### src/rtl/cpu_pkg.sv
// Shared types for the EX/MEM boundary: condition codes and NZCV flags.
package cpu_pkg;

    typedef enum logic [3:0] {
        EQ = 4'b0000,
        NE = 4'b0001,
        CS = 4'b0010,
        CC = 4'b0011,
        MI = 4'b0100,
        PL = 4'b0101,
        VS = 4'b0110,
        VC = 4'b0111,
        HI = 4'b1000,
        LS = 4'b1001,
        GE = 4'b1010,
        LT = 4'b1011,
        GT = 4'b1100,
        LE = 4'b1101,
        AL = 4'b1110,
        NV = 4'b1111
    } cond_e;

    typedef struct packed {
        logic n;
        logic z;
        logic c;
        logic v;
    } nzcv_t;

    localparam nzcv_t NZCV_RESET = '0;

endpackage

### src/rtl/ex_mem_stage_if.sv
// EX-side inputs and MEM-side outputs of the EX->MEM pipeline register.
interface ex_mem_stage_if #(
    parameter int DATA_W = 64,
    parameter int REG_W  = 5
) ();

    logic              stall;
    logic              flush;
    logic              ex_valid;
    logic [DATA_W-1:0] ex_result;
    logic              ex_negative;
    logic              ex_zero;
    logic              ex_overflow;
    logic              ex_carry_out;
    logic              ex_set_flags;
    logic [REG_W-1:0]  ex_rd;
    logic              ex_reg_write;
    logic              ex_mem_read;
    logic              ex_mem_write;
    logic [DATA_W-1:0] ex_store_data;
    logic              ex_is_bcond;
    logic              ex_is_cbz;
    logic [3:0]        ex_cond;

    logic              mem_valid;
    logic [DATA_W-1:0] mem_result;
    logic [REG_W-1:0]  mem_rd;
    logic              mem_reg_write;
    logic              mem_mem_read;
    logic              mem_mem_write;
    logic [DATA_W-1:0] mem_store_data;
    logic [3:0]        flags_nzcv;
    logic              branch_taken;

    modport master (
        output stall, flush, ex_valid, ex_result,
        output ex_negative, ex_zero, ex_overflow, ex_carry_out,
        output ex_set_flags, ex_rd, ex_reg_write,
        output ex_mem_read, ex_mem_write, ex_store_data,
        output ex_is_bcond, ex_is_cbz, ex_cond,
        input  mem_valid, mem_result, mem_rd, mem_reg_write,
        input  mem_mem_read, mem_mem_write, mem_store_data,
        input  flags_nzcv, branch_taken
    );

    modport slave (
        input  stall, flush, ex_valid, ex_result,
        input  ex_negative, ex_zero, ex_overflow, ex_carry_out,
        input  ex_set_flags, ex_rd, ex_reg_write,
        input  ex_mem_read, ex_mem_write, ex_store_data,
        input  ex_is_bcond, ex_is_cbz, ex_cond,
        output mem_valid, mem_result, mem_rd, mem_reg_write,
        output mem_mem_read, mem_mem_write, mem_store_data,
        output flags_nzcv, branch_taken
    );

endinterface

### src/rtl/cond_eval.sv
// Combinational condition-code check of a B.cond against the NZCV flags.
module cond_eval
    import cpu_pkg::*;
(
    input  cond_e i_cond,
    input  nzcv_t i_flags,
    output logic  o_taken
);

    always_comb begin
        o_taken = 1'b0;
        unique case (i_cond)
            EQ: o_taken = i_flags.z;
            NE: o_taken = ~i_flags.z;
            CS: o_taken = i_flags.c;
            CC: o_taken = ~i_flags.c;
            MI: o_taken = i_flags.n;
            PL: o_taken = ~i_flags.n;
            VS: o_taken = i_flags.v;
            VC: o_taken = ~i_flags.v;
            HI: o_taken = i_flags.c & ~i_flags.z;
            LS: o_taken = ~i_flags.c | i_flags.z;
            GE: o_taken = (i_flags.n == i_flags.v);
            LT: o_taken = (i_flags.n != i_flags.v);
            GT: o_taken = ~i_flags.z & (i_flags.n == i_flags.v);
            LE: o_taken = i_flags.z | (i_flags.n != i_flags.v);
            AL: o_taken = 1'b1;
            NV: o_taken = 1'b1;
        endcase
    end

endmodule

### src/rtl/ex_mem_stage.sv
// EX->MEM pipeline register with the architectural NZCV flags and
// EX-stage resolution of B.cond / CBZ.
module ex_mem_stage
    import cpu_pkg::*;
#(
    parameter int DATA_W = 64,
    parameter int REG_W  = 5
) (
    input logic           clk,
    input logic           rst_n,
    ex_mem_stage_if.slave bus
);

    logic              r_valid;
    logic [DATA_W-1:0] r_result;
    logic [REG_W-1:0]  r_rd;
    logic              r_reg_write;
    logic              r_mem_read;
    logic              r_mem_write;
    logic [DATA_W-1:0] r_store_data;
    nzcv_t             r_flags;

    logic              w_set_flags;
    logic              w_bcond_hit;
    cond_e             w_cond;

    assign w_set_flags = bus.ex_valid & bus.ex_set_flags;
    assign w_cond      = cond_e'(bus.ex_cond);

    // Flush outranks stall; flags only move on an edge that accepts EX.
    always_ff @(posedge clk or negedge rst_n) begin
        if (!rst_n) begin
            r_valid      <= 1'b0;
            r_result     <= '0;
            r_rd         <= '0;
            r_reg_write  <= 1'b0;
            r_mem_read   <= 1'b0;
            r_mem_write  <= 1'b0;
            r_store_data <= '0;
            r_flags      <= NZCV_RESET;
        end else if (bus.flush) begin
            r_valid     <= 1'b0;
            r_reg_write <= 1'b0;
            r_mem_read  <= 1'b0;
            r_mem_write <= 1'b0;
        end else if (!bus.stall) begin
            r_valid      <= bus.ex_valid;
            r_result     <= bus.ex_result;
            r_rd         <= bus.ex_rd;
            r_reg_write  <= bus.ex_valid & bus.ex_reg_write;
            r_mem_read   <= bus.ex_valid & bus.ex_mem_read;
            r_mem_write  <= bus.ex_valid & bus.ex_mem_write;
            r_store_data <= bus.ex_store_data;
            if (w_set_flags) begin
                r_flags <= {bus.ex_negative, bus.ex_zero,
                            bus.ex_carry_out, bus.ex_overflow};
            end
        end
    end

    // B.cond reads the registered flags, never the live ALU flags.
    cond_eval u_cond_eval (
        .i_cond  (w_cond),
        .i_flags (r_flags),
        .o_taken (w_bcond_hit)
    );

    assign bus.branch_taken = bus.ex_valid & ~bus.flush &
                              ((bus.ex_is_cbz & bus.ex_zero) |
                               (bus.ex_is_bcond & w_bcond_hit));

    assign bus.mem_valid      = r_valid;
    assign bus.mem_result     = r_result;
    assign bus.mem_rd         = r_rd;
    assign bus.mem_reg_write  = r_reg_write;
    assign bus.mem_mem_read   = r_mem_read;
    assign bus.mem_mem_write  = r_mem_write;
    assign bus.mem_store_data = r_store_data;
    assign bus.flags_nzcv     = r_flags;

endmodule

### src/flat_wrapper.sv
// flat-port wrapper written by rule: the top's interface ports become plain ports
module ex_mem_stage_flat import cpu_pkg::*;
#(
    parameter int DATA_W = 64,
    parameter int REG_W  = 5
)
  (clk, rst_n, bus_stall, bus_flush, bus_ex_valid, bus_ex_result, bus_ex_negative, bus_ex_zero, bus_ex_overflow, bus_ex_carry_out, bus_ex_set_flags, bus_ex_rd, bus_ex_reg_write, bus_ex_mem_read, bus_ex_mem_write, bus_ex_store_data, bus_ex_is_bcond, bus_ex_is_cbz, bus_ex_cond, bus_mem_valid, bus_mem_result, bus_mem_rd, bus_mem_reg_write, bus_mem_mem_read, bus_mem_mem_write, bus_mem_store_data, bus_flags_nzcv, bus_branch_taken);
  ex_mem_stage_if #(.DATA_W(DATA_W), .REG_W(REG_W)) bus_i ();
  input logic clk;
  input logic rst_n;
  input wire logic [$bits(bus_i.stall)-1:0] bus_stall;
  input wire logic [$bits(bus_i.flush)-1:0] bus_flush;
  input wire logic [$bits(bus_i.ex_valid)-1:0] bus_ex_valid;
  input wire logic [$bits(bus_i.ex_result)-1:0] bus_ex_result;
  input wire logic [$bits(bus_i.ex_negative)-1:0] bus_ex_negative;
  input wire logic [$bits(bus_i.ex_zero)-1:0] bus_ex_zero;
  input wire logic [$bits(bus_i.ex_overflow)-1:0] bus_ex_overflow;
  input wire logic [$bits(bus_i.ex_carry_out)-1:0] bus_ex_carry_out;
  input wire logic [$bits(bus_i.ex_set_flags)-1:0] bus_ex_set_flags;
  input wire logic [$bits(bus_i.ex_rd)-1:0] bus_ex_rd;
  input wire logic [$bits(bus_i.ex_reg_write)-1:0] bus_ex_reg_write;
  input wire logic [$bits(bus_i.ex_mem_read)-1:0] bus_ex_mem_read;
  input wire logic [$bits(bus_i.ex_mem_write)-1:0] bus_ex_mem_write;
  input wire logic [$bits(bus_i.ex_store_data)-1:0] bus_ex_store_data;
  input wire logic [$bits(bus_i.ex_is_bcond)-1:0] bus_ex_is_bcond;
  input wire logic [$bits(bus_i.ex_is_cbz)-1:0] bus_ex_is_cbz;
  input wire logic [$bits(bus_i.ex_cond)-1:0] bus_ex_cond;
  output wire logic [$bits(bus_i.mem_valid)-1:0] bus_mem_valid;
  output wire logic [$bits(bus_i.mem_result)-1:0] bus_mem_result;
  output wire logic [$bits(bus_i.mem_rd)-1:0] bus_mem_rd;
  output wire logic [$bits(bus_i.mem_reg_write)-1:0] bus_mem_reg_write;
  output wire logic [$bits(bus_i.mem_mem_read)-1:0] bus_mem_mem_read;
  output wire logic [$bits(bus_i.mem_mem_write)-1:0] bus_mem_mem_write;
  output wire logic [$bits(bus_i.mem_store_data)-1:0] bus_mem_store_data;
  output wire logic [$bits(bus_i.flags_nzcv)-1:0] bus_flags_nzcv;
  output wire logic [$bits(bus_i.branch_taken)-1:0] bus_branch_taken;
  assign bus_i.stall = bus_stall;
  assign bus_i.flush = bus_flush;
  assign bus_i.ex_valid = bus_ex_valid;
  assign bus_i.ex_result = bus_ex_result;
  assign bus_i.ex_negative = bus_ex_negative;
  assign bus_i.ex_zero = bus_ex_zero;
  assign bus_i.ex_overflow = bus_ex_overflow;
  assign bus_i.ex_carry_out = bus_ex_carry_out;
  assign bus_i.ex_set_flags = bus_ex_set_flags;
  assign bus_i.ex_rd = bus_ex_rd;
  assign bus_i.ex_reg_write = bus_ex_reg_write;
  assign bus_i.ex_mem_read = bus_ex_mem_read;
  assign bus_i.ex_mem_write = bus_ex_mem_write;
  assign bus_i.ex_store_data = bus_ex_store_data;
  assign bus_i.ex_is_bcond = bus_ex_is_bcond;
  assign bus_i.ex_is_cbz = bus_ex_is_cbz;
  assign bus_i.ex_cond = bus_ex_cond;
  assign bus_mem_valid = bus_i.mem_valid;
  assign bus_mem_result = bus_i.mem_result;
  assign bus_mem_rd = bus_i.mem_rd;
  assign bus_mem_reg_write = bus_i.mem_reg_write;
  assign bus_mem_mem_read = bus_i.mem_mem_read;
  assign bus_mem_mem_write = bus_i.mem_mem_write;
  assign bus_mem_store_data = bus_i.mem_store_data;
  assign bus_flags_nzcv = bus_i.flags_nzcv;
  assign bus_branch_taken = bus_i.branch_taken;
  ex_mem_stage #(.DATA_W(DATA_W), .REG_W(REG_W)) u_core (.clk(clk), .rst_n(rst_n), .bus(bus_i));
endmodule
### config.mk
export PLATFORM = sky130hd
export DESIGN_NAME = ex_mem_stage_flat
export DESIGN_NICKNAME = d
export VERILOG_FILES = /design/src/rtl/cpu_pkg.sv /design/src/rtl/ex_mem_stage_if.sv /design/src/rtl/cond_eval.sv /design/src/rtl/ex_mem_stage.sv /design/src/flat_wrapper.sv
export SDC_FILE = /design/constraint.sdc
export NUM_CORES = 1
export LEC_CHECK = 0
export BUFFER_PORTS_ARGS = -buffer_cell sky130_fd_sc_hd__clkbuf_2
export CORE_MARGIN = 8
export CORE_UTILIZATION = 48
export DETAILED_ROUTE_END_ITERATION = 12
export PLACE_DENSITY = 0.85
export REMOVE_ABC_BUFFERS = 1
export SETUP_SLACK_MARGIN = 0.15
export SYNTH_ARGS = -nofsm -noshare
export SYNTH_HDL_FRONTEND = slang
export SYNTH_SLANG_ARGS = --single-unit
### constraint.sdc
create_clock -name clk -period 2.75 [get_ports clk]
set_input_delay 0.55 -clock clk [delete_from_list [all_inputs] [get_ports clk]]
set_output_delay 0.55 -clock clk [all_outputs]
set_load 0.01 [all_outputs]
==> load_flow_metrics.sql <==
INSERT INTO impl_metrics (metric_group, metric, value, unit) VALUES
('yosys', 'synth.top_cells.by_count', '141 x sky130_fd_sc_hd__dfrtp_1, 92 x sky130_fd_sc_hd__mux2_2, 44 x sky130_fd_sc_hd__mux2_1, 10 x sky130_fd_sc_hd__nor2_1', ''),
('power', 'power_per_cell_area', '745', 'mW/mm²'),
('yosys', 'synthesis.area', '0.00550', 'mm²'),
('timing', 'tightestPinTransition', '0.695', 'ns'),
('global_routing', 'total_global_routing_track_utilization', '19.9', '%'),
('yosys', 'synthCells', '348', ''),
('floorplan', 'die_width', '123', 'µm'),
('timing', 'setup_repair_after_global_routing_missed_its_margin', 'no', ''),
('global_routing', 'grt.overflow.total', '0', ''),
('yosys', 'synth-async-reset-ratio', '100', '%'),
('cts', 'clockBufferDepth', '2', ''),
('yosys', 'yosys.cell_count.top_type', 'sky130_fd_sc_hd__dfrtp_1', ''),
('timing', 'period_needed', '2.41', 'ns'),
('timing', 'slew-limit-headroom', '53.7', '%'),
('timing', 'report.final.slew_viol_count', '0', ''),
('power', 'power.switching', '1.49', 'mW'),
('route', 'avgRoutedWirePerCell', '18.6', 'µm'),
('cells_and_area', 'nFillCells', '813', ''),
('yosys', 'synth_compound_gate_area_share', '2.18', '%'),
('place', 'dp_slack', '0.450', 'ns'),
('yosys', 'number_of_flops_mapped_to_enable_cells_by_yosys', '0', ''),
('cts', 'deepest_level_of_the_cts_h_tree', '4', ''),
('cells_and_area', 'relative_area_change_from_synthesis_to_final_layout', '38.7', '%'),
('cells_and_area', 'layout-drive-gt1-share', '64.0', '%'),
('yosys', 'yosys.area_share.simple', '2.84', '%'),
('route', 'ant_nets', '0', ''),
('cells_and_area', 'num-nets-final', '799', ''),
('power', 'ir_worst_vdd', '0.000447', 'V'),
('cells_and_area', 'insertedDiodeCount', '0', ''),
('status', 'status', 'complete, no violations', ''),
('yosys', 'synth.top_cells.by_area', 'sky130_fd_sc_hd__dfrtp_1 64%, sky130_fd_sc_hd__mux2_2 19%, sky130_fd_sc_hd__mux2_1 9.0%', ''),
('route', 'drtPass1Iterations', '4', ''),
('yosys', 'synth_largest_type_area_fraction', '64.1', '%'),
('timing', 'final-hold-violation-count', '0', ''),
('worst_setup_path', 'cp_data_arrival_time', '1.86', 'ns'),
('yosys', 'yosys_register_bits', '141', ''),
('worst_setup_path', 'timing_worst_setup_path_type', 'flip-flop to primary output', ''),
('route', 'route.detailed.drc', '0', ''),
('global_routing', 'initial_antenna_violation_count', '0', ''),
('worst_setup_path', 'required_time_of_the_worst_setup_path', '2.20', 'ns'),
('place', 'dpl.cell_count', '771', ''),
('worst_hold_path', 'min_path_type', 'primary input to async pin', ''),
('cts', 'cts.root.buffer_cell', 'sky130_fd_sc_hd__clkbuf_16', ''),
('place', 'globalplace.congestion', '0.897', ''),
('timing', 'final.setup_skew', '0', 'ns'),
('worst_setup_path', 'worst_setup_start_kind', 'flip-flop', ''),
('power', 'clockPowerShare', '36.3', '%'),
('worst_setup_path', 'worst-path-max-fanout', '8', ''),
('timing', 'post-route-worst-setup-slack', '0.343', 'ns'),
('route', 'totalWireLength', '14900', 'µm'),
('floorplan', 'top_level_ports', '294', ''),
('cts', 'clk_pin_slew', '0.05', 'ns'),
('global_routing', 'wire_length_of_the_first_global_routing_pass', '23100', 'µm'),
('worst_setup_path', 'timing.critical_path.to_type', 'primary output', ''),
('power', 'power_frac_comb', '18.6', '%'),
('power', 'seq_power_share', '45.0', '%'),
('yosys', 'ys_types', '31', ''),
('cts', 'tritoncts_num_sinks', '141', ''),
('global_routing', 'maximum_number_of_pins_on_one_net_before_global_route_repair', '77', ''),
('power', 'switching_share', '26.3', '%'),
('yosys', 'synthXorXnorAreaFrac', '0.318', '%'),
('yosys', 'synth_top_cell_by_area', 'sky130_fd_sc_hd__dfrtp_1', ''),
('cts', 'tritoncts', 'built', ''),
('floorplan', 'fp-row-count', '39', ''),
('yosys', 'ys.warnings.count', '0', ''),
('timing', 'setup-violations-final', '0', ''),
('yosys', 'main_combinational_cell_family_by_area_after_synthesis', 'multiplexers', ''),
('route', 'vias_per_cell', '5.04', ''),
('run', 'drv_cap', '0', ''),
('cts', 'clock_insertion_delay_worst_skew', '0.40', 'ns'),
('yosys', 'synth.area.mux_share', '28.0', '%');
power groups by stage:
stage                     sequential, mW  combinational (mW)  clock, mW
after floorplan                     2.72               0.343          0
after global placement              2.57                1.04          0
after detailed placement            2.59                1.08          0
after CTS                           2.56                1.09       2.11
after global routing                2.60                1.16       2.20
final                               2.56                1.06       2.07
cells by family (layout without fill, tap and decap cells):
| logic type | count (synthesis) | after routing |
|---|---|---|
| AOI/OAI and AO/OA | 18 | 18 |
| xor gates and xnor gates | 2 | 2 |
| buffers and inverters | 21 | 332 |
| DFF | 141 | 141 |
| muxes | 137 | 137 |
| and+or+nand+nor | 29 | 29 |
worst max-delay path: stages (launching register included):
cell and delay [ns]:
sky130_fd_sc_hd__dfrtp_2 0.44, sky130_fd_sc_hd__and2b_1 0.21, sky130_fd_sc_hd__xnor2_1 0.13, sky130_fd_sc_hd__a21oi_1 0.16
sky130_fd_sc_hd__nand3_1 0.10, sky130_fd_sc_hd__o31a_1 0.28, sky130_fd_sc_hd__clkbuf_2 0.13
final timing paths:
check,startpoint,end,cells after the start
max in group asynchronous,rst_n,u_core.bus.mem_result[5],2
worst max register to register,u_core.bus.flags_nzcv[0],u_core.bus.flags_nzcv[0],1
min in group clk,bus_ex_result[16],u_core.bus.mem_result[16],2
worst min register to register,u_core.bus.mem_result[16],u_core.bus.mem_result[16],1
worst max-delay path,u_core.bus.flags_nzcv[3],bus_branch_taken,6
worst min-delay path,rst_n,u_core.bus.mem_result[42],1
state kept, by name (all words and copies together) (netlist names):
signal                     cells
u_core.bus.mem_store_data     64
u_core.bus.mem_mem_write       1
u_core.bus.mem_valid           1
u_core.bus.mem_reg_write       1
u_core.bus.mem_rd              5
u_core.bus.flags_nzcv          4
u_core.bus.mem_result         64
u_core.bus.mem_mem_read        1
metal layers:
metal | global-route usage [%] | vias up | wire, µm
li1 | - | 1835 | -
met4 | 9.63 | 0 | 432
met2 | 34.6 | 213 | 7670
met5 | 0 | - | 0
met1 | 19.9 | 1959 | 4960
met3 | 9.22 | 33 | 1830
final cells by class:
class,instances,area [µm²],share of cell area [%]
clock buffers,24,472,6.18
clock inverters,7,65.1,0.853
inverters,3,13.8,0.180
multi-input cells,186,1840,24.1
flip-flops and latches,141,3530,46.3
well taps,143,179,2.35
repair buffers,298,1540,20.1
metrics by stage:
step / cell area [µm²] / setup TNS (ns) / power [mW]
after floorplan: 5380 / -39.31 / 3.06
after global placement: 7090 / 0 / 3.61
after detailed placement: 7090 / 0 / 3.67
after CTS: 7630 / 0 / 5.76
after global routing: 7630 / 0 / 5.96
final: 7630 / 0 / 5.69
cells in the final DEF (no fill, tap or decap), drive strengths merged, types with 2 or more instances in the layout:
master	instances
clkbuf	316
dfrtp	141
mux2	136
nor2	11
nand2	8
a21oi	7
buf	6
o21ai	4
clkinv	4
inv	3
nand3b	2
xnor2	2
nand3	2
clkinvlp	2
what timing repair did:
item | in CTS | in global routing
resized for setup | 0 | 1
setup endpoints to repair | 0 | 1
hold buffers | 0 | 0
buffers inserted | 0 | 0
endpoints found under the hold margin | 0 | 0
Power figures use the tool's default switching activity.
